<file path="config.mk">
export PLATFORM = sky130hd
export DESIGN_NAME = dat_tx_serializer_flat
export DESIGN_NICKNAME = d
export VERILOG_FILES = /design/src/rtl/dat_tx_serializer_if.sv /design/src/rtl/dat_tx_serializer.sv /design/src/flat_wrapper.sv
export SDC_FILE = /design/constraint.sdc
export NUM_CORES = 1
export LEC_CHECK = 0
export ABC_AREA = 1
export CORE_ASPECT_RATIO = 1.75
export CORE_MARGIN = 2
export CORE_UTILIZATION = 35
export CTS_BUF_LIST = sky130_fd_sc_hd__clkbuf_16
export DETAILED_ROUTE_END_ITERATION = 10
export DONT_BUFFER_PORTS = 1
export SYNTH_ARGS = -nofsm -noshare
export SYNTH_HDL_FRONTEND = slang
export SYNTH_SLANG_ARGS = --single-unit
</file>
<file path="constraint.sdc">
create_clock -name CLK -period 12 [get_ports CLK]
set_input_delay 3.6 -clock CLK [delete_from_list [all_inputs] [get_ports CLK]]
set_output_delay 3.6 -clock CLK [all_outputs]
set_load 0.02 [all_outputs]
</file>
<file path="src/rtl/dat_tx_serializer_if.sv">
// Host-side bundle for the SD DAT0 transmit serializer: FIFO read port, DAT0 pad
// controls, SD clock gate and the transfer handshake.
interface dat_tx_serializer_if;
    logic        start;
    logic [15:0] block_count;
    logic        fifo_read;
    logic [31:0] data_from_fifo;
    logic        fifo_empty;
    logic        dat_out;
    logic        dat_oe;
    logic        dat_in;
    logic        sd_clk_en;
    logic        TFC;

    modport master (
        output start, block_count, data_from_fifo, fifo_empty, dat_in,
        input  fifo_read, dat_out, dat_oe, sd_clk_en, TFC
    );

    modport slave (
        input  start, block_count, data_from_fifo, fifo_empty, dat_in,
        output fifo_read, dat_out, dat_oe, sd_clk_en, TFC
    );
endinterface

</file>
<file path="src/rtl/dat_tx_serializer.sv">
// Drains 32-bit FIFO words onto SD DAT0 (1-bit mode) as framed blocks with CRC16,
// waits out card busy, and gates the SD clock whenever the FIFO starves mid-block.
module dat_tx_serializer #(
    parameter int unsigned BLOCK_WORDS = 128,
    parameter int unsigned BUSY_GAP    = 2
) (
    input logic                CLK,
    input logic                RESET,
    dat_tx_serializer_if.slave bus
);
    localparam int unsigned WORD_W = (BLOCK_WORDS > 1) ? $clog2(BLOCK_WORDS) : 1;
    localparam int unsigned GAP_W  = (BUSY_GAP > 0) ? $clog2(BUSY_GAP + 1) : 1;
    localparam logic [WORD_W-1:0] LAST_WORD = WORD_W'(BLOCK_WORDS - 1);
    localparam logic [GAP_W-1:0]  GAP_END   = GAP_W'(BUSY_GAP);
    localparam logic [15:0]       CRC_POLY  = 16'h1021;

    typedef enum logic [2:0] {
        StIdle, StLoad, StStart, StData, StCrc, StEnd, StBusy, StDone
    } state_e;

    state_e             state_q, state_d;
    logic               start_q;
    logic [31:0]        hr_q, hr_d;
    logic               hr_valid_q, hr_valid_d;
    logic               rd_pend_q, rd_pend_d;
    logic [31:0]        sr_q, sr_d;
    logic [15:0]        crc_q, crc_d, crc_next;
    logic [4:0]         bit_cnt_q, bit_cnt_d;
    logic [WORD_W-1:0]  word_cnt_q, word_cnt_d;
    logic [15:0]        blocks_q, blocks_d;
    logic [GAP_W-1:0]   gap_q, gap_d;

    always_comb begin
        state_d       = state_q;
        hr_d          = hr_q;
        hr_valid_d    = hr_valid_q;
        rd_pend_d     = rd_pend_q;
        sr_d          = sr_q;
        crc_d         = crc_q;
        bit_cnt_d     = bit_cnt_q;
        word_cnt_d    = word_cnt_q;
        blocks_d      = blocks_q;
        gap_d         = gap_q;
        bus.dat_out   = 1'b1;
        bus.dat_oe    = 1'b0;
        bus.sd_clk_en = 1'b0;
        bus.TFC       = 1'b0;
        crc_next      = {crc_q[14:0], 1'b0} ^ ((crc_q[15] ^ sr_q[31]) ? CRC_POLY : 16'h0000);

        // Single-entry prefetch: one read in flight at most, landing in HR a cycle later.
        if (rd_pend_q) begin
            hr_d       = bus.data_from_fifo;
            hr_valid_d = 1'b1;
            rd_pend_d  = 1'b0;
        end
        bus.fifo_read = bus.start && (state_q != StIdle) && (state_q != StDone) &&
                        !hr_valid_q && !rd_pend_q && !bus.fifo_empty;
        if (bus.fifo_read) begin
            rd_pend_d = 1'b1;
        end

        unique case (state_q)
            StIdle: begin
                if (bus.start && !start_q) begin
                    blocks_d = bus.block_count;
                    state_d  = (bus.block_count == 16'd0) ? StDone : StLoad;
                end
            end
            StLoad: begin
                if (hr_valid_q) begin
                    sr_d       = hr_q;
                    hr_valid_d = 1'b0;
                    word_cnt_d = '0;
                    bit_cnt_d  = '0;
                    crc_d      = '0;
                    state_d    = StStart;
                end
            end
            StStart: begin
                bus.dat_oe    = 1'b1;
                bus.dat_out   = 1'b0;
                bus.sd_clk_en = 1'b1;
                state_d       = StData;
            end
            StData: begin
                bus.dat_oe  = 1'b1;
                bus.dat_out = sr_q[31];
                // Last bit of a word waits for the next word so the card never sees a gap.
                if (!(bit_cnt_q == 5'd31 && word_cnt_q != LAST_WORD && !hr_valid_q)) begin
                    bus.sd_clk_en = 1'b1;
                    crc_d         = crc_next;
                    bit_cnt_d     = bit_cnt_q + 5'd1;
                    if (bit_cnt_q != 5'd31) begin
                        sr_d = {sr_q[30:0], 1'b0};
                    end else if (word_cnt_q == LAST_WORD) begin
                        state_d = StCrc;
                    end else begin
                        sr_d       = hr_q;
                        hr_valid_d = 1'b0;
                        word_cnt_d = word_cnt_q + 1'b1;
                    end
                end
            end
            StCrc: begin
                bus.dat_oe    = 1'b1;
                bus.sd_clk_en = 1'b1;
                bus.dat_out   = crc_q[15];
                crc_d         = {crc_q[14:0], 1'b0};
                bit_cnt_d     = bit_cnt_q + 5'd1;
                if (bit_cnt_q == 5'd15) begin
                    bit_cnt_d = '0;
                    state_d   = StEnd;
                end
            end
            StEnd: begin
                bus.dat_oe    = 1'b1;
                bus.sd_clk_en = 1'b1;
                blocks_d      = blocks_q - 16'd1;
                gap_d         = '0;
                state_d       = StBusy;
            end
            StBusy: begin
                bus.sd_clk_en = 1'b1;
                if (gap_q != GAP_END) begin
                    gap_d = gap_q + 1'b1;
                end else if (bus.dat_in) begin
                    state_d = (blocks_q == 16'd0) ? StDone : StLoad;
                end
            end
            StDone: begin
                bus.TFC = 1'b1;
                state_d = StIdle;
            end
            default: state_d = StIdle;
        endcase

        // Dropping start aborts anywhere; an in-flight FIFO word is discarded.
        if (state_q != StIdle && !bus.start) begin
            state_d    = StIdle;
            hr_valid_d = 1'b0;
            rd_pend_d  = 1'b0;
            bus.TFC    = 1'b0;
        end
    end

    always_ff @(posedge CLK or posedge RESET) begin
        if (RESET) begin
            state_q    <= StIdle;
            start_q    <= 1'b0;
            hr_q       <= '0;
            hr_valid_q <= 1'b0;
            rd_pend_q  <= 1'b0;
            sr_q       <= '0;
            crc_q      <= '0;
            bit_cnt_q  <= '0;
            word_cnt_q <= '0;
            blocks_q   <= '0;
            gap_q      <= '0;
        end else begin
            state_q    <= state_d;
            start_q    <= bus.start;
            hr_q       <= hr_d;
            hr_valid_q <= hr_valid_d;
            rd_pend_q  <= rd_pend_d;
            sr_q       <= sr_d;
            crc_q      <= crc_d;
            bit_cnt_q  <= bit_cnt_d;
            word_cnt_q <= word_cnt_d;
            blocks_q   <= blocks_d;
            gap_q      <= gap_d;
        end
    end
endmodule

</file>
<file path="src/flat_wrapper.sv">
// flat-port wrapper written by rule: the top's interface ports become plain ports
module dat_tx_serializer_flat 
#(
    parameter int unsigned BLOCK_WORDS = 128,
    parameter int unsigned BUSY_GAP    = 2
)
  (CLK, RESET, bus_start, bus_block_count, bus_data_from_fifo, bus_fifo_empty, bus_dat_in, bus_fifo_read, bus_dat_out, bus_dat_oe, bus_sd_clk_en, bus_TFC);
  dat_tx_serializer_if bus_i ();
  input logic CLK;
  input logic RESET;
  input wire logic [$bits(bus_i.start)-1:0] bus_start;
  input wire logic [$bits(bus_i.block_count)-1:0] bus_block_count;
  input wire logic [$bits(bus_i.data_from_fifo)-1:0] bus_data_from_fifo;
  input wire logic [$bits(bus_i.fifo_empty)-1:0] bus_fifo_empty;
  input wire logic [$bits(bus_i.dat_in)-1:0] bus_dat_in;
  output wire logic [$bits(bus_i.fifo_read)-1:0] bus_fifo_read;
  output wire logic [$bits(bus_i.dat_out)-1:0] bus_dat_out;
  output wire logic [$bits(bus_i.dat_oe)-1:0] bus_dat_oe;
  output wire logic [$bits(bus_i.sd_clk_en)-1:0] bus_sd_clk_en;
  output wire logic [$bits(bus_i.TFC)-1:0] bus_TFC;
  assign bus_i.start = bus_start;
  assign bus_i.block_count = bus_block_count;
  assign bus_i.data_from_fifo = bus_data_from_fifo;
  assign bus_i.fifo_empty = bus_fifo_empty;
  assign bus_i.dat_in = bus_dat_in;
  assign bus_fifo_read = bus_i.fifo_read;
  assign bus_dat_out = bus_i.dat_out;
  assign bus_dat_oe = bus_i.dat_oe;
  assign bus_sd_clk_en = bus_i.sd_clk_en;
  assign bus_TFC = bus_i.TFC;
  dat_tx_serializer #(.BLOCK_WORDS(BLOCK_WORDS), .BUSY_GAP(BUSY_GAP)) u_core (.CLK(CLK), .RESET(RESET), .bus(bus_i));
endmodule
</file>
==> results.md, run 1 <==
- Pwr per Cell Area: 257 nW/um^2
- Syn avg cell area: 7.63 sq um
- Total CTS buffers: 17
- #FFs+latches synth: 116
- Number of nets in the layout: 834
- Area Overhead vs Synth: 12.4%
- Input/output buffers: 0
- Hold endpoint: u_core.crc_q[9]
- Top-count cell post-synth: nand2_1
- Die X: 103 um
- Cell leakage power: 3.30 nW
- Inserted Diodes: 0
- Slowest CP cell: nor3_1
- CTS Root Cell: clkbuf_16
- Vias in the first global route: 4745
- RR Endpoint: u_core.sr_q[9]
- WHS Path Cells: 2
- Top Family by Delay on Critical Path: simple AND/OR/NAND/NOR gates
- Worst path max stage delay: 0.53 ns
- Synth top cells by count: nand2_1 (215), dfrtp_1 (116), inv_1 (104), nor2_1 (84), o21ai_0 (53)
- Max Freq: 0.127 GHz
- Distinct cells, synth: 38
- Worst hold path class: reg -> reg
- Total I/O pin count: 58
- Worst EP arrival: 4.30 ns
- Synthesized Nets: 841
- Slew Viols, Final: 0
- Drt wl/cell: 12.2 um
- Clock-pin slew on the worst setup and hold paths: 0.06 ns
- Vias: 4756
- Post-route setup TNS: 0 ns
- Setup Skew: 0.0109 ns
- Slew headroom: 32.8%
- Post-synth top area share: 48.7%
- DP HPWL: 8650 um
- H-tree lvl count: 4
- Die height: 177 um
- Num Clock Sinks: 116
- GR Overflow Total: 0
- Final Cell Area: 6690 sq um
- Iteration-0 DRC count of the detailed router: 219
- Async set or reset register ratio after synthesis: 100%
- Worst-Skew Late Latency: 0.41 ns
- CP endpoint kind: output port
- Final setup violating endpoints: 0
- Final-report hold violation count: 0
- Crit path kind: in -> out
- WP data required: 8.40 ns
- Worst Path Buf+Inv: 0
- Starting density of the core: 35.5%
- Placed cell areas: 6090 sq um
- Maximum vdd drop: 136 uV
- Worst path cell trace: nand4_1 -> nor3_1
- Final min period: 7.90 ns
- Final period util: 65.8%
- Worst slew pin tran: 1.01 ns
- Die area: 18100 sq um
- Post-synth EDFFs: 0
- 1st-pass router iterations: 4
- Status: finished clean
- Max-Cap Viols: 0
- DRC Markers: 0
- Mapped Cells: 780
- Core Area: 16800 sq um
- Core Rows: 63
- CP startpoint: bus_start
- Total Routing Usage GR: 15.0%
- Dominant cells by area after synthesis: dfrtp_1 (49%), nand2_1 (14%), inv_1 (6.6%)
- Layout cells sized above 1: 7.00%
- Worst Reg2Reg Path Length in Cells: 10
- Post-DRT Antenna Nets: 0
- CTS tree: built
- Unrepaired setup endpoints after global routing: false
- Syn. warnings: 0
- Sequential-to-total area share from yosys stat: 48.7%
- GP Congestion: 0.872
- Largest net degree at the start of global routing: 80
- Main synth FF type: dfrtp_1
- Cts repair resizes: 0
- R2R setup slack: 9.48 ns
- Post-CTS setup buffer count: 0
- Reg2Reg Launch Point: u_core.bit_cnt_q[0]
- Largest area contributor in the netlist: dfrtp_1
- Initial antenna violation count: 0
- Deepest clock path buffer count: 2
- Worst setup SP type: input pin
- Vias/cell: 4.69
- Hold Path Origin: u_core.crc_q[8]
- CTS Hold Bufs: 0
- CP max FO: 6
- First-pass GRT wire length: 21400 um
- Final wirelength: 12400 um
- Post-Syn Area: 5950 sq um
stage by stage:
step	setup slack, ns	cells	hold WS [ns]	power [mW]	utilization [%]
after floorplan	4.23	780	0.442	1.12	-
after global placement	4.05	981	0.451	1.21	36.2
after detailed placement	4.07	981	0.456	1.22	36.2
after CTS	4.06	1013	0.473	1.75	39.9
after global routing	4.04	1013	0.493	1.88	39.9
final	4.10	1013	0.469	1.72	39.9
how the worst max path moves through the flow:
stage / cells past startpoint / slack, ns / to
6_report: 2 / 4.10 / bus_fifo_read
5_1_grt: 2 / 4.04 / bus_fifo_read
4_1_cts: 2 / 4.06 / bus_fifo_read
3_5_place_dp: 2 / 4.07 / bus_fifo_read
3_3_place_gp: 2 / 4.05 / bus_fifo_read
2_1_floorplan: 2 / 4.23 / bus_fifo_read
flip-flops by register name, summed over array words and instances (netlist names):
register,cells
u_core.gap_q,2
u_core.start_q,1
u_core.word_cnt_q,7
u_core.rd_pend_q,1
u_core.sr_q,32
u_core.crc_q,16
u_core.bit_cnt_q,5
u_core.hr_valid_q,1
u_core.state_q,3
u_core.blocks_q,16
u_core.hr_q,32
layout make-up:
class	instances	area, sq um
flip-flops and latches	116	2900
multi-input cells	528	2480
clock inverters	15	181
clock buffers	17	425
fillers	1683	10100
repair buffers	1	7.51
inverters	109	412
well taps	227	284
tightest hold or removal path: cells and delay by family (launching register included):
| kind | cells | cell delay, ns |
|---|---|---|
| AND/OR/NAND/NOR | 2 | 0.10 |
| flip-flops | 1 | 0.34 |
layout by cell type (no fill, tap or decap), types with 2 or more instances in the layout:
| cell | synthesis | layout |
|---|---|---|
| a211oi_1 | 2 | 2 |
| a21oi_1 | 38 | 38 |
| a31oi_1 | 3 | 3 |
| bufinv_16 | 0 | 2 |
| clkbuf_16 | 0 | 17 |
| clkinv_1 | 2 | 2 |
| clkinvlp_4 | 0 | 2 |
| dfrtp_1 | 116 | 115 |
| ha_1 | 8 | 8 |
| inv_1 | 104 | 103 |
| inv_2 | 3 | 3 |
| inv_6 | 0 | 6 |
| inv_8 | 0 | 4 |
| nand2_1 | 215 | 215 |
| nand2_2 | 5 | 5 |
| nand3_1 | 32 | 32 |
| nand3b_1 | 4 | 4 |
| nand4_1 | 9 | 9 |
| nand4_4 | 2 | 2 |
| nor2_1 | 84 | 84 |
| nor2_2 | 4 | 4 |
| nor3_1 | 11 | 11 |
| o211ai_1 | 3 | 3 |
| o21ai_0 | 53 | 53 |
| o21ai_1 | 37 | 37 |
| o22ai_1 | 2 | 2 |
| xor2_1 | 4 | 4 |
layer usage:
| metal | wire length (um) | track usage (%) |
|---|---|---|
| met5 | 0 | 0 |
| met4 | 236 | 6.00 |
| met3 | 467 | 4.00 |
| met2 | 6390 | 26.1 |
| met1 | 5300 | 17.0 |
where the power goes:
group	internal [mW]	switching [mW]	leakage (nW)
Clock	0.315	0.204	0.294
Combinational	0.185	0.369	1.53
Sequential	0.546	0.103	1.47
Total	1.05	0.677	3.30
cell families after synthesis:
kind of cell	count (synthesis)	share of synthesized area (%)
AOI/OAI and AO/OA	144	12.8
adders and majority gates	8	1.68
DFF	116	48.7
buffers and inverters	136	9.62
xor gates and xnor gates	4	0.588
and+or+nand+nor	371	26.4
muxes	1	0.189
Power figures use the tool's default switching activity.
==> run 2: changes to the inputs <==
clock period = 6.87 ns   (was 12 ns; I/O delays follow)
==> run 2 against run 1 <==
  * Clock skew decreased by 0.0025 ns
  * Largest power group unchanged
  * Highest routed layer unchanged
  * Final cell count unchanged
  * Cell area increased by 0.19%
  * Via count decreased by 0.61%
  * Clock power increased by 78%
  * Critical path depth unchanged
  * Register-to-register slack got worse by 5.1 ns
  * First-iteration DRC count increased by 2.3%
  * Largest cell class unchanged
  * Power increased by 76%
  * Utilization increased by 0.074 points
  * Critical endpoint unchanged
  * Count of clock-buffer cells in the layout unchanged
  * Critical path type unchanged
==> results.md, run 2 (same netlist as run 1, synthesis figures left out) <==
- Initial antenna violation count: 0 (unchanged)
- Switching share of total power: 38.7% (was 39.3%)
- Vias/cell: 4.67 (was 4.69)
- Slew Viols, Final: 0 (unchanged)
- Most common cell after layout, fill and taps aside: nand2_1 (unchanged)
- Core Rows: 63 (unchanged)
- Clock-pin slew on the worst setup and hold paths: 0.06 ns (about the same)
- Post-DRT Antenna Nets: 0 (unchanged)
- Slowest CP cell: nor3_1 (unchanged)
- Iteration-0 DRC count of the detailed router: 224 (was 219)
- Worst-Skew Late Latency: 0.41 ns (about the same)
- First-pass GRT wire length: 21100 um (was 21400 um)
- Vias in the first global route: 4672 (was 4745)
- Worst slew pin tran: 0.956 ns (was 1.01 ns)
- CP endpoint kind: output port (unchanged)
- Number of nets in the layout: 834 (unchanged)
- Worst EP arrival: 2.83 ns (was 4.30 ns)
- Num Clock Sinks: 116 (unchanged)
- Status: finished clean (unchanged)
- CTS tree: built (unchanged)
- Total CTS buffers: 17 (unchanged)
- GP Congestion: 0.912 (was 0.872)
- Drt wl/cell: 12.3 um (was 12.2 um)
- Logic pwr share: 32.0% (was 32.1%)
- Area Overhead vs Synth: 12.6% (was 12.4%)
- Deepest clock path buffer count: 2 (unchanged)
- 1st-pass router iterations: 4 (unchanged)
- CTS Hold Bufs: 0 (unchanged)
- P_int: 1.86 mW (was 1.05 mW)
- Worst Reg2Reg Path Length in Cells: 10 (unchanged)
- Worst hold path class: reg -> reg (unchanged)
- Max Freq: 0.204 GHz
- Setup Skew: 0.00843 ns (was 0.0109 ns)
- Biggest regs: u_core.hr_q: 32 flops, u_core.sr_q: 32 flops (unchanged)
- Final min period: 4.89 ns
- CTS Root Cell: clkbuf_16 (unchanged)
- Multi-input gate area: 2480 sq um (unchanged)
- Post-route setup TNS: 0 ns (unchanged)
- Worst setup SP type: input pin (unchanged)
- Die X: 103 um (unchanged)
- Input/output buffers: 0 (unchanged)
- Cts repair resizes: 0 (unchanged)
- Final core utilization: 39.9% (about the same)
- Layout cells sized above 1: 7.00% (unchanged)
- Pwr per Cell Area: 452 nW/um^2 (was 257 nW/um^2)
- GR Overflow Total: 0 (unchanged)
- Final period util: 71.2%
- Starting density of the core: 35.5% (unchanged)
- Clock group share of total power: 30.5% (was 30.1%)
- CP startpoint: bus_start (unchanged)
- Non-Filler Instances: 1013 (unchanged)
- Placed cell count: 981 (unchanged)
- Fill count: 1731 (was 1683)
- Vias: 4727 (was 4756)
- Final setup violating endpoints: 0 (unchanged)
- Inserted Diodes: 0 (unchanged)
- CP max FO: 6 (unchanged)
- Core Area: 16800 sq um (unchanged)
- WP data required: 4.81 ns (was 8.40 ns)
- Slew headroom: 36.2% (was 32.8%)
- RR Endpoint: u_core.sr_q[31] (was u_core.sr_q[9])
- R2R setup slack: 4.36 ns (was 9.48 ns)
- Most frequent cells in the layout: nand2_1 (215), dfrtp_1 (115), inv_1 (103) (unchanged)
- Placed cell areas: 6090 sq um (unchanged)
- Worst path depth: 2 (unchanged)
- Flop pwr share: 37.4% (was 37.7%)
- Total I/O pin count: 58 (unchanged)
- DP HPWL: 8640 um (was 8650 um)
- Crit path kind: in -> out (unchanged)
- Unrepaired setup endpoints after global routing: false (unchanged)
- Worst Path Buf+Inv: 0 (unchanged)
- Post-CTS setup buffer count: 0 (unchanged)
- Final-report hold violation count: 0 (unchanged)
- Die area: 18100 sq um (unchanged)
- Critical Path End: bus_fifo_read (unchanged)
- H-tree lvl count: 4 (unchanged)
- Worst path cell trace: nand4_1 -> nor3_1 (unchanged)
- Worst path max stage delay: 0.55 ns (was 0.53 ns)
- Reg area: 2900 sq um (unchanged)
- Die height: 177 um (unchanged)
- Max-Cap Viols: 0 (unchanged)
- Top Family by Delay on Critical Path: simple AND/OR/NAND/NOR gates (unchanged)
- Largest net degree at the start of global routing: 67 (was 80)
- Hold Path Origin: u_core.crc_q[7] (was u_core.crc_q[8])
- Final Cell Area: 6710 sq um (was 6690 sq um)
- DRC Markers: 0 (unchanged)
- Maximum vdd drop: 227 uV (was 136 uV)
- Cell leakage power: 3.30 nW (about the same)
- Total Routing Usage GR: 14.9% (was 15.0%)
- Reg2Reg Launch Point: u_core.bit_cnt_q[0] (unchanged)
- Pwr Total: 3.03 mW (was 1.72 mW)
- Final wirelength: 12500 um (was 12400 um)
- Net switching power: 1.17 mW (was 0.677 mW)
run 2: cell types whose count changed in the layout (fill, tap and decap cells not counted), sizes merged:
cell	before	now
bufinv	2	3
clkinv	3	5
inv	117	114
run 2: area by class of cell:
cell class | instances | share of cell area, %
multi-input combinational | 528 | 37.0
clock buffer | 17 | 6.34
tap | 227 | 4.24
sequential | 116 | 43.3
timing repair buffer | 1 | 0.112
inverter | 109 | 6.14
clock inverter | 15 | 2.89
run 2: how the worst min path moves through the flow:
stage	to	slack, ns	cells past startpoint
6_report	u_core.crc_q[8]	0.46	2
5_1_grt	u_core.crc_q[4]	0.49	2
3_3_place_gp	u_core.crc_q[4]	0.46	2
3_5_place_dp	u_core.crc_q[4]	0.45	2
2_1_floorplan	u_core.crc_q[10]	0.44	2
4_1_cts	u_core.crc_q[4]	0.47	2
run 2: per-layer routing:
layer | share of wire (%) | track usage, %
met5 | 0 | 0
met4 | 2.6 | 6.83
met3 | 4.3 | 3.92
met2 | 50 | 25.5
met1 | 43 | 16.9
run 2: power by group through the flow:
stage | sequential, mW | combinational (mW) | clock [mW]
5_1_grt | 1.17 | 1.14 | 0.986
4_1_cts | 1.13 | 0.990 | 0.952
6_report | 1.13 | 0.971 | 0.925
3_5_place_dp | 1.14 | 0.986 | 0
2_1_floorplan | 1.07 | 0.883 | 0
3_3_place_gp | 1.14 | 0.972 | 0
run 2: through the flow:
stage / hold WS [ns] / setup WS, ns
5_1_grt: 0.494 / 1.99
6_report: 0.463 / 1.98
4_1_cts: 0.471 / 2.00
3_3_place_gp: 0.455 / 2.00
2_1_floorplan: 0.442 / 1.74
3_5_place_dp: 0.455 / 2.00
==> run 3: changes to the inputs <==
clock period = 4.5 ns   (was 6.87 ns; I/O delays follow)
==> run 3 against run 2 <==
  * Critical endpoint unchanged
  * Highest routed layer unchanged
  * First-iteration DRC count up 23%
  * Global-route usage up 0.42 points
  * Non-clock buffer count up 3
  * Largest power group unchanged
  * Clock power up 45%
  * Sequential power up 53%
  * Power up 51%
==> results.md, run 3 (same netlist as run 1, synthesis figures left out) <==
- Status: finished clean (unchanged)
- CTS Root Cell: clkbuf_16 (unchanged)
- Final min period: 3.75 ns
- Die X: 103 um (unchanged)
- First-pass GRT wire length: 21600 um (was 21100 um)
- Slew headroom: 34.7% (was 36.2%)
- Final wirelength: 12600 um (was 12500 um)
- Worst slew pin tran: 0.979 ns (was 0.956 ns)
- Crit path kind: reg -> out (was in -> out)
- Inserted Diodes: 0 (unchanged)
- Cts repair resizes: 0 (unchanged)
- Hold slack final: 0.469 ns (was 0.463 ns)
- Number of nets in the layout: 837 (was 834)
- Die height: 177 um (unchanged)
- Deepest clock path buffer count: 2 (unchanged)
- Biggest regs: u_core.hr_q: 32 flops, u_core.sr_q: 32 flops (unchanged)
- Post-CTS setup buffer count: 0 (unchanged)
- Vias/cell: 4.74 (was 4.67)
- Clock group share of total power: 29.4% (was 30.5%)
- Final-report hold violation count: 0 (unchanged)
- Worst setup SP type: register (was input pin)
- Worst hold path class: reg -> reg (unchanged)
- Vias in the first global route: 4783 (was 4672)
- Most common cell after layout, fill and taps aside: nand2_1 (unchanged)
- Total CTS buffers: 17 (unchanged)
- Area Overhead vs Synth: 12.5% (was 12.6%)
- Setup Skew: 0.00967 ns (was 0.00843 ns)
- Max-Cap Viols: 0 (unchanged)
- GP Congestion: 0.931 (was 0.912)
- Core Rows: 63 (unchanged)
- Layout cells sized above 1: 6.84% (was 7.00%)
- Die area: 18100 sq um (unchanged)
- H-tree lvl count: 4 (unchanged)
- CTS Hold Bufs: 0 (unchanged)
- Fill count: 1756 (was 1731)
- Max Freq: 0.267 GHz
- Logic pwr share: 32.8% (was 32.0%)
- Flop pwr share: 37.8% (was 37.4%)
- CTS tree: built (unchanged)
- P_int: 2.82 mW (was 1.86 mW)
- Worst-Skew Late Latency: 0.41 ns (about the same)
- Total Routing Usage GR: 15.3% (was 14.9%)
- Final setup violating endpoints: 0 (unchanged)
- 1st-pass router iterations: 4 (unchanged)
- Multi-input gate area: 2480 sq um (unchanged)
- Pwr per Cell Area: 683 nW/um^2 (was 452 nW/um^2)
- GR Overflow Total: 0 (unchanged)
- Input/output buffers: 0 (unchanged)
- Final period util: 83.3%
- Post-route setup TNS: 0 ns (unchanged)
- Most frequent cells in the layout: nand2_1 (215), dfrtp_1 (115), inv_1 (105) (was nand2_1 (215), dfrtp_1 (115), inv_1 (103))
- Switching share of total power: 38.4% (was 38.7%)
- Initial antenna violation count: 0 (unchanged)
- Net switching power: 1.76 mW (was 1.17 mW)
- Vias: 4811 (was 4727)
- Core Area: 16800 sq um (unchanged)
- CP endpoint kind: output port (unchanged)
- DRC Markers: 0 (unchanged)
- Unrepaired setup endpoints after global routing: false (unchanged)
- WP data required: 3.15 ns (was 4.81 ns)
- Total I/O pin count: 58 (unchanged)
- DP HPWL: 8980 um (was 8640 um)
- Iteration-0 DRC count of the detailed router: 275 (was 224)
- Maximum vdd drop: 346 uV (was 227 uV)
- Slew Viols, Final: 0 (unchanged)
- Starting density of the core: 35.5% (unchanged)
- Post-DRT Antenna Nets: 0 (unchanged)
- Clock-pin slew on the worst setup and hold paths: 0.05 ns (was 0.06 ns)
- Num Clock Sinks: 116 (unchanged)
- Cell leakage power: 3.31 nW (was 3.30 nW)
- Drt wl/cell: 12.4 um (was 12.3 um)
- Largest net degree at the start of global routing: 67 (unchanged)
- CP max FO: 11 (was 6)
- Worst EP arrival: 2.40 ns (was 2.83 ns)
- Reg area: 2900 sq um (unchanged)
[run 3: cell count changes in the layout (fill, tap and decap cells not counted)]
cell	delta
inv_1	+2
clkinv_1	+2
clkinv_2	+1
clkinvlp_4	-1
clkinv_4	+2
inv_8	-2
buf_4	+3
inv_6	-4
[run 3: final cells by class]
class                      instances  share of cell area [%]
clock buffer                      17                    6.35
clock inverter                    15                    2.48
tap                              227                    4.24
timing repair buffer               4                   0.448
sequential                       116                    43.3
inverter                         109                    6.14
multi-input combinational        528                    37.0
[run 3: critical path, cell delays in order (launching register included)]
cell	delay, ns
dfrtp_1	0.63
clkinv_1	0.35
nand2_1	0.21
nand4_1	0.25
nor3_1	0.55
[run 3: routing by layer]
metal	vias to the layer above	share of wire, %	global-route usage (%)
met3	28	3.6	3.80
met1	2215	42	17.2
met2	99	52	26.3
li1	2469	-	-
met4	0	2.8	7.67
met5	-	0	0
[run 3: path summary, 6_finish.rpt]
| path | end | slack [ns] | cells after the start | from |
|---|---|---|---|---|
| setup reg to reg | u_core.sr_q[17] | 1.97 | 4 | u_core.state_q[2] |
| hold reg to reg | u_core.crc_q[3] | 0.47 | 2 | u_core.crc_q[2] |
| setup / recovery | bus_fifo_read | 0.75 | 4 | u_core.state_q[2] |
| min in group asynchronous | u_core.hr_q[26] | 0.84 | 1 | RESET |
| max in group asynchronous | u_core.sr_q[5] | 2.84 | 2 | RESET |
| hold / removal | u_core.crc_q[3] | 0.47 | 2 | u_core.crc_q[2] |
[run 3: power by group through the flow]
stage               logic, mW  registers, mW  clock network (mW)
floorplan                1.35           1.64                   0
global placement         1.49           1.74                   0
detailed placement       1.52           1.75                   0
CTS                      1.53           1.73                1.38
global route             1.77           1.79                1.43
finish                   1.50           1.73                1.34
[run 3: metrics by stage]
step	utilization [%]	total power [mW]	std cells	worst slack [ns]	area [sq um]
finish	39.9	4.58	1016	0.753	6700
detailed placement	36.4	3.27	984	1.06	6110
global placement	36.4	3.23	984	1.05	6110
global route	39.9	4.99	1016	0.663	6700
floorplan	-	2.99	780	0.0776	5950
CTS	39.9	4.64	1016	0.773	6700
